[src/rtl/sram_ctrl.sv]
// Single-port SRAM controller with byte enables, optional zero-fill after reset and 1- or 2-cycle reads.
// Latency: write commits at the accept edge; rsp_valid rises READ_LAT edges after a read is accepted.
// Backpressure: one read outstanding; req_ready is low outside IDLE and the response holds until rsp_ready.
module sram_ctrl #(
    parameter int DATA_W    = 16,
    parameter int ADDR_W    = 4,
    parameter int DEPTH     = 8,
    parameter int READ_LAT  = 1,
    parameter int INIT_ZERO = 1
) (
    input  logic                  clk,
    input  logic                  rst,
    input  logic                  req_valid,
    output logic                  req_ready,
    input  logic                  req_we,
    input  logic [ADDR_W-1:0]     req_addr,
    input  logic [DATA_W/8-1:0]   req_be,
    input  logic [DATA_W-1:0]     req_wdata,
    output logic                  rsp_valid,
    input  logic                  rsp_ready,
    output logic [DATA_W-1:0]     rsp_rdata,
    output logic                  rsp_err,
    output logic                  init_done
);
    localparam int BE_W  = DATA_W / 8;
    localparam int IDX_W = (DEPTH > 1) ? $clog2(DEPTH) : 1;
    localparam logic [ADDR_W:0]   DEPTH_C = (ADDR_W + 1)'(DEPTH);
    localparam logic [ADDR_W-1:0] LAST    = ADDR_W'(DEPTH - 1);

    typedef enum logic [1:0] {INIT, IDLE, RD_WAIT, RSP} state_t;

    state_t              state;
    logic [DATA_W-1:0]   mem [DEPTH];
    logic [ADDR_W-1:0]   init_cnt;
    logic [DATA_W-1:0]   rd_hold;
    logic                rd_err_hold;
    logic                accept;
    logic                oor;
    logic [IDX_W-1:0]    req_idx;
    logic [IDX_W-1:0]    init_idx;
    logic [DATA_W-1:0]   rd_word;

    assign accept   = req_valid && req_ready;
    assign oor      = {1'b0, req_addr} >= DEPTH_C;
    assign req_idx  = req_addr[IDX_W-1:0];
    assign init_idx = init_cnt[IDX_W-1:0];
    // Out-of-range reads never touch the array, so aliasing low address bits is harmless.
    assign rd_word  = oor ? '0 : mem[req_idx];

    // Array has no reset so its contents survive rst when zero-fill is disabled.
    always_ff @(posedge clk) begin
        if (state == INIT) begin
            mem[init_idx] <= '0;
        end else if (accept && req_we && !oor) begin
            for (int i = 0; i < BE_W; i++) begin
                if (req_be[i]) begin
                    mem[req_idx][8*i +: 8] <= req_wdata[8*i +: 8];
                end
            end
        end
    end

    always_ff @(posedge clk or posedge rst) begin
        if (rst) begin
            state       <= (INIT_ZERO != 0) ? INIT : IDLE;
            init_cnt    <= '0;
            req_ready   <= 1'b0;
            init_done   <= 1'b0;
            rsp_valid   <= 1'b0;
            rsp_rdata   <= '0;
            rsp_err     <= 1'b0;
            rd_hold     <= '0;
            rd_err_hold <= 1'b0;
        end else begin
            case (state)
                INIT: begin
                    init_cnt <= init_cnt + 1'b1;
                    if (init_cnt == LAST) begin
                        state     <= IDLE;
                        req_ready <= 1'b1;
                        init_done <= 1'b1;
                    end
                end
                IDLE: begin
                    init_done <= 1'b1;
                    req_ready <= 1'b1;
                    if (accept && !req_we) begin
                        req_ready <= 1'b0;
                        if (READ_LAT == 2) begin
                            state       <= RD_WAIT;
                            rd_hold     <= rd_word;
                            rd_err_hold <= oor;
                        end else begin
                            state     <= RSP;
                            rsp_valid <= 1'b1;
                            rsp_rdata <= rd_word;
                            rsp_err   <= oor;
                        end
                    end
                end
                RD_WAIT: begin
                    state     <= RSP;
                    rsp_valid <= 1'b1;
                    rsp_rdata <= rd_hold;
                    rsp_err   <= rd_err_hold;
                end
                RSP: begin
                    if (rsp_ready) begin
                        state     <= IDLE;
                        req_ready <= 1'b1;
                        rsp_valid <= 1'b0;
                        rsp_rdata <= '0;
                        rsp_err   <= 1'b0;
                    end
                end
                default: state <= IDLE;
            endcase
        end
    end
endmodule

[config.mk]
export PLATFORM = sky130hd
export DESIGN_NAME = sram_ctrl
export DESIGN_NICKNAME = d
export VERILOG_FILES = /design/src/rtl/sram_ctrl.sv
export SDC_FILE = /design/constraint.sdc
export NUM_CORES = 1
export LEC_CHECK = 0
export CORE_AREA = 3 3 122 124
export CTS_BUF_LIST = sky130_fd_sc_hd__clkbuf_8
export DETAILED_ROUTE_END_ITERATION = 16
export DIE_AREA = 0 0 125 127
export PLACE_DENSITY = 0.68
export SLEW_MARGIN = 20
export SYNTH_ARGS = -nofsm -noshare
export SYNTH_HDL_FRONTEND = slang
export SYNTH_SLANG_ARGS = --single-unit
[constraint.sdc]
create_clock -name clk -period 2.89 [get_ports clk]
set_input_delay 0.867 -clock clk [delete_from_list [all_inputs] [get_ports clk]]
set_output_delay 0.867 -clock clk [all_outputs]
set_load 0.005 [all_outputs]
==> metrics.md, run 1 <==
| Metric | Value |
|---|---|
| CP startpoint kind | `primary input` |
| Clock transition at path regs | `80 ps` |
| Post-synth top cells | `edfxtp_1 (128), mux4_2 (32), dfrtp_1 (26), mux2_2 (19), and2_1 (18)` |
| Leakage power | `about 2.8 nW` |
| Worst slew pin tran | `780 ps` |
| Final Critical Period | `about 2400 ps` |
| Clock Power Share | `0.344` |
| Max Fclk | `around 0.41 GHz` |
| CP bufs+invs | `2` |
| Outcome | `completed` |
| Worst hold start | `init_done$_DFFE_PP0P_` |
| Crit Path Max Fanout | `13` |
| Clock root buffer | `clkbuf_8` |
| Nets@finish | `between 400 and 500` |
| Mapped cell area | `about 6300 µm²` |
| Vias post-DR | `3375` |
| DR DRC count | `0` |
| Worst hold path depth | `1` |
| Sequential share of power | `0.527` |
| CTS tree | `yes` |
| Yosys warns | `17` |
| Area of the die | `15900 µm²` |
| Comb power frac | `0.129` |
| Starting Density | `0.456` |
| Post-route ant nets | `0` |
| Seq cells post-synth | `~150` |
| Sw Ratio | `0.226` |
| Avg Inst Size Synth | `about 19 µm²` |
| Final hold vios | `0` |
| Setup Buffers After CTS | `0` |
| CP Capture Type | `flop` |
| Register-to-Register Path Depth | `7` |
| Clock Latency Late Sink | `approximately 440 ps` |
| Synth area leader | `edfxtp_1` |
| Critical Path AT | `around 2600 ps` |
| Drt total wl | `about 12 mm` |
| WP data required | `3030 ps` |
| Crit path kind | `primary input to flop` |
| I/O Buffers | `46` |
| Fillers | `between 1000 and 1500` |
| Ordered cell list for the critical path | `clkdlybuf4s50_1 -> or2_2 -> a311o_1 -> a21oi_1 -> buf_4` |
| Count leader, synth | `edfxtp_1` |
| Largest net degree at the start of global routing | `40` |
| Cts bufs inserted | `17` |
| Launch point of the worst reg-to-reg path | `state[0]$_DFFE_PP0P_` |
| Post-CTS sizing | `0` |
| First-pass GRT wire length | `about 19 mm` |
| Internal power | `~3.7 mW` |
| Slew Limit Headroom | `0.480` |
| Max Cap Viol | `0` |
| Routability cong. | `0.805` |
| # rows | `43` |
| Psw | `around 1.1 mW` |
| Fin. max-slew vios | `0` |
| Ranking of synthesized cells by area | `edfxtp_1 (61%), mux4_2 (11%), dfrtp_1 (10%)` |
| Vias in the first global route | `3352` |
| FF-to-FF End | `mem[7][9]$_DFFE_PP_` |
| TNS Setup | `0 ps` |
| Worst path slowest cell | `clkdlybuf4s50_1` |
| Share of cells above drive strength 1 | `0.272` |
| Peak VDD IR | `~0.00029 V` |
| Number of DRC markers in iteration 0 | `~330` |
| Grt total ovfl | `0` |
| WL per Instance | `between 15 and 20 µm` |
| Hold endpoint | `init_done$_DFFE_PP0P_` |
| Fraction of registers with async set/reset | `0.169` |
| CP max stage delay | `roughly 470 ps` |
| Synth-to-layout area growth | `19.6%` |
| Post-synthesis cell type count | `34` |
| Final period util | `0.844` |
| Top FF cell, synth | `edfxtp_1` |
| Gate count of the mapped netlist | `about 340` |
| Clk buf depth | `2` |
| H-tree depth | `4` |
| EDFF count, synth | `between 100 and 150` |
| Setup-failing EPs final | `0` |
| Hold slack | `roughly 500 ps` |
| Hpwl dp | `approximately 7.7 mm` |
| Initial antenna violation count | `0` |
| N_diodes | `0` |
| PD cells | `633 nW/µm²` |
| Num Clock Sinks | `154` |
| HP Class | `flop to flop` |
| R2r setup slk | `between 600 and 700 ps` |
| CORE AREA | `about 14000 µm²` |
| Fin Clk Skew | `about 12 ps` |
| RSZ-0062 raised after global routing | `no` |
| Total iterations of the first detailed-routing run | `6` |
| IO Pins | `47` |
| Yosys top cell area share | `0.607` |
| Synthesized Nets | `between 300 and 400` |
| Height of the die | `between 100 and 150 µm` |
| Die width | `between 100 and 150 µm` |
| Routed vias/inst | `5.60` |
| Hold Buf Count CTS | `0` |
| Seq/Total Area, Yosys | `0.709` |
| Overall Global Routing Usage | `0.156` |
| Cell family with most CP delay | `buffers and inverters` |
==> stage by stage <==
stage | power [mW] | setup WS, ps | util | instances | area (µm²)
floorplan | 2.91 | 292 | - | 338 | 6330
global placement | 3.20 | 68.7 | 0.516 | 571 | 7160
detailed placement | 3.21 | 8.55 | 0.516 | 571 | 7160
CTS | 4.84 | 477 | 0.546 | 603 | 7580
global route | 4.99 | 409 | 0.546 | 603 | 7580
finish | 4.79 | 450 | 0.546 | 603 | 7580
==> power by group through the flow <==
stage                     Clock (mW)  Combinational (mW)  Sequential [mW]
after detailed placement           0               0.633             2.58
after global placement             0               0.625             2.57
after global routing            1.78               0.673             2.54
after floorplan                    0               0.333             2.58
after CTS                       1.68               0.633             2.53
final                           1.65               0.620             2.53
==> registers in the layout (all words and copies together) (netlist names) <==
signal / cells
rsp_rdata: 16
rsp_valid: 1
init_cnt: 4
state: 2
mem: 128
rsp_err: 1
init_done: 1
req_ready: 1
==> layout by cell type (no fill, tap or decap), types with 2 or more instances in the layout <==
master / Yosys / final
a21oi_1: 17 / 17
mux2_2: 19 / 19
or2_2: 3 / 3
nor2_1: 2 / 2
clkbuf_8: 0 / 19
nand3b_1: 2 / 2
clkdlybuf4s50_1: 0 / 45
a41oi_1: 6 / 6
nand2_1: 3 / 3
buf_4: 0 / 24
edfxtp_1: 128 / 128
clkinvlp_4: 0 / 3
xnor2_1: 2 / 2
inv_1: 8 / 10
bufinv_16: 0 / 3
a22o_1: 16 / 16
clkinv_2: 0 / 3
mux4_2: 32 / 32
nand4_1: 5 / 5
buf_12: 0 / 3
a311o_1: 6 / 6
nor2b_1: 7 / 7
and2_1: 18 / 18
ha_1: 5 / 5
dfrtp_1: 26 / 26
nand4b_1: 2 / 2
==> kinds of logic (layout without fill, tap and decap cells) <==
family	Yosys count	after routing	synth area share
adder cells (fa/ha/maj)	5	5	0.00988
AND/OR/NAND/NOR	45	45	0.0440
AO/OA/AOI/OAI	50	50	0.0624
XOR/XNOR	3	3	0.00415
flip-flops	154	154	0.709
buffers and inverters	29	114	0.0209
multiplexers	52	52	0.149
==> final cells by class <==
type                    count  area, µm²  share of cell area
clock buffers              19        262              0.0345
clock inverters            13        153              0.0201
inverters                   9       33.8             0.00446
multi-input cells         155       1710               0.226
flip-flops and latches    154       4490               0.593
well taps                 180        225              0.0297
repair buffers             73        696              0.0918
==> metal layers <==
layer / track usage / routed length, µm / vias to the layer above
met1: 0.213 / 5320 / 1748
met3: 0.0401 / 633 / 19
met5: 0 / 0 / -
met4: 0.0580 / 207 / 0
met2: 0.245 / 5750 / 98
li1: - / - / 1510
==> how the worst max path moves through the flow <==
stage | slack (ps) | cells past startpoint | startpoint | to
after global routing | 410 | 5 | req_be[1] | mem[3][2]$_DFFE_PP_
after detailed placement | 9 | 5 | req_be[1] | mem[3][4]$_DFFE_PP_
after floorplan | 290 | 4 | req_be[0] | mem[4][0]$_DFFE_PP_
after global placement | 70 | 5 | req_be[1] | mem[3][4]$_DFFE_PP_
final | 450 | 5 | req_be[1] | mem[3][2]$_DFFE_PP_
after CTS | 480 | 5 | req_be[1] | mem[3][2]$_DFFE_PP_
Power figures use the tool's default switching activity.
==> run 2, diff against run 1 <==
==> constraint.sdc (replaced) <==
create_clock -name clk -period 2.3 [get_ports clk]
set_input_delay 0.69 -clock clk [delete_from_list [all_inputs] [get_ports clk]]
set_output_delay 0.69 -clock clk [all_outputs]
set_load 0.005 [all_outputs]
==> run 2 against run 1 <==
  * Largest cell class unchanged
  * Largest power group unchanged
  * Global-route usage up 0.78 points
  * Register-to-register slack got worse by 550 ps
  * Total power up 20%
  * Clock power is 3% higher
  * Critical path type unchanged
  * Die area unchanged
==> metrics.md, run 2 (synthesis gave the netlist of run 1 again) <==
| Metric | Value |
|---|---|
| Fin Clk Skew | `7.73 ps (-4.72 ps)` |
| Cell family with most CP delay | `buffers and inverters` |
| WP data required | `2450 ps (-580 ps)` |
| Register-to-Register Path Depth | `8 (+1)` |
| Clock transition at path regs | `80 ps (about the same)` |
| Ordered cell list for the critical path | `clkdlybuf4s50_1 -> or2_2 -> a311o_1 -> a21oi_2 -> buf_4` |
| Worst hold start | `init_cnt[3]$_DFFE_PP0P_` |
| Worst setup margin | `59.1 ps (-391 ps)` |
| Final period util | `0.974` |
| Clock root buffer | `clkbuf_8` |
| Total iterations of the first detailed-routing run | `5 (-1)` |
| Hpwl dp | `8.24 mm (+6.7%)` |
| Vias post-DR | `3372 (-0.089%)` |
| Commonest non-fill, non-tap cell in the layout | `edfxtp_1` |
| Synth-to-layout area growth | `22.7%` |
| Initial antenna violation count | `0 (unchanged)` |
| Post-route ant nets | `0 (unchanged)` |
| Multi-input logic area | `1750 µm² (+1.8%)` |
| Outcome | `completed` |
| Nets@finish | `456 (+3.2%)` |
| Cell Count Post-Placement | `581 (+1.8%)` |
| Crit path kind | `primary input to flop` |
| CP max stage delay | `460 ps (about the same)` |
| Worst hold path depth | `1 (unchanged)` |
| Top Registers | `mem (128), rsp_rdata (16), init_cnt (4)` |
| CP bufs+invs | `2 (unchanged)` |
| Max Fclk | `~0.45 GHz` |
| DR DRC count | `0 (unchanged)` |
| Worst slew pin tran | `401 ps (-379 ps)` |
| Crit Path Max Fanout | `13 (unchanged)` |
| Worst path slowest cell | `a311o_1` |
| Routed vias/inst | `5.47 (-2.4%)` |
| Vias in the first global route | `3508 (+4.7%)` |
| Cts bufs inserted | `17 (unchanged)` |
| Peak VDD IR | `0.000339 V (+17%)` |
| Area of the die | `15900 µm² (unchanged)` |
| Height of the die | `127 µm (unchanged)` |
| Grt total ovfl | `0 (unchanged)` |
| Setup-failing EPs final | `0 (unchanged)` |
| Overall Global Routing Usage | `0.164 (+0.00777)` |
| Largest net degree at the start of global routing | `27 (-33%)` |
| Hold Buf Count CTS | `0 (unchanged)` |
| Largest register FFs | `128 (unchanged)` |
| Commonest cells after routing, fill and taps aside | `edfxtp_1 (128), clkdlybuf4s50_1 (45), mux4_2 (32)` |
| Share of cells above drive strength 1 | `0.304 (+0.0325)` |
| Fin cells | `617 (+2.3%)` |
| Sequential cell area | `4490 µm² (unchanged)` |
| Final Critical Period | `roughly 2200 ps` |
| CTS tree | `yes` |
| H-tree depth | `4 (unchanged)` |
| HP Class | `flop to flop` |
| Slew Limit Headroom | `0.729 (+0.249)` |
| Drt total wl | `12.4 mm (+4.0%)` |
| R2r setup slk | `100 ps (-550 ps)` |
| # rows | `43 (unchanged)` |
| Number of DRC markers in iteration 0 | `291 (-12%)` |
| CORE AREA | `13900 µm² (unchanged)` |
| I/O Buffers | `46 (unchanged)` |
| Num Clock Sinks | `154 (unchanged)` |
| Starting Density | `0.456 (unchanged)` |
| Clk buf depth | `2 (unchanged)` |
| WL per Instance | `20.1 µm (+1.7%)` |
| Final design utilization | `0.560 (+0.0141)` |
| Leakage power | `2.86 nW (+2.7%)` |
| CP Capture Type | `flop` |
| N_diodes | `0 (unchanged)` |
| Hold endpoint | `init_cnt[3]$_DFFE_PP0P_` |
| Final hold vios | `0 (unchanged)` |
| Max Cap Viol | `0 (unchanged)` |
| Critical Path AT | `2390 ps (-190 ps)` |
| CP Launch Point | `req_be[0]` |
| TNS Setup | `0 ps (unchanged)` |
| IO Pins | `47 (unchanged)` |
| CP startpoint kind | `primary input` |
| FF-to-FF End | `mem[1][8]$_DFFE_PP_` |
| Launch point of the worst reg-to-reg path | `state[0]$_DFFE_PP0P_` |
| First-pass GRT wire length | `19.5 mm (+4.9%)` |
| Most flops, register | `mem` |
| Fin. max-slew vios | `0 (unchanged)` |
| Die width | `125 µm (unchanged)` |
| Post-Place Setup Slack | `-371 ps (-380 ps)` |
| Clock Latency Late Sink | `440 ps (about the same)` |
| PD cells | `742 nW/µm² (+17%)` |
| Fillers | `1042 (-2.4%)` |
| Routability cong. | `0.810 (+0.62%)` |
run 2: area by class of cell:
class	instances	area share
Tap cell	180	0.0290
Sequential cell	154	0.578
Multi-Input combinational cell	155	0.225
Inverter	9	0.00435
Clock buffer	18	0.0319
Timing Repair Buffer	87	0.121
Clock inverter	14	0.0108
run 2: worst reg2reg max path, stage by stage (launching register included):
cell	delay, ps
dfrtp_1	390
inv_1	80
ha_1	240
nor4bb_4	330
buf_4	220
buf_4	130
nand4_1	120
a21oi_1	170
buf_4	220
run 2: routing by layer:
| metal | global-route usage | vias up | share of wire | wire [µm] |
|---|---|---|---|---|
| li1 | - | 1544 | - | - |
| met3 | 0.0380 | 14 | 0.063 | 777 |
| met1 | 0.229 | 1723 | 0.44 | 5400 |
| met4 | 0.0619 | 0 | 0.015 | 191 |
| met2 | 0.255 | 91 | 0.49 | 6020 |
| met5 | 0 | - | 0 | 0 |
run 2: worst max path at each step:
stage | end | cells after the start
finish | mem[6][15]$_DFFE_PP_ | 5
global route | mem[6][15]$_DFFE_PP_ | 7
CTS | mem[6][15]$_DFFE_PP_ | 7
detailed placement | mem[3][4]$_DFFE_PP_ | 5
global placement | mem[3][4]$_DFFE_PP_ | 5
floorplan | mem[4][0]$_DFFE_PP_ | 4
run 2: stage by stage:
stage	area (µm²)	hold WS, ps	total power [mW]
finish	7770	476	5.77
CTS	7720	483	5.81
global route	7770	501	6.04
global placement	7390	453	4.10
detailed placement	7390	466	4.12
floorplan	6350	437	3.66
run 2: what timing repair did:
action | in CTS | in global routing
setup buffers | 0 | 3
setup endpoints to repair | 0 | 145
gates resized for setup | 0 | 8
run 2: report_power, final:
group | switching (mW) | internal [mW]
combinational | 0.385 | 0.503
clock | 0.951 | 0.753
sequential | 0.0641 | 3.11
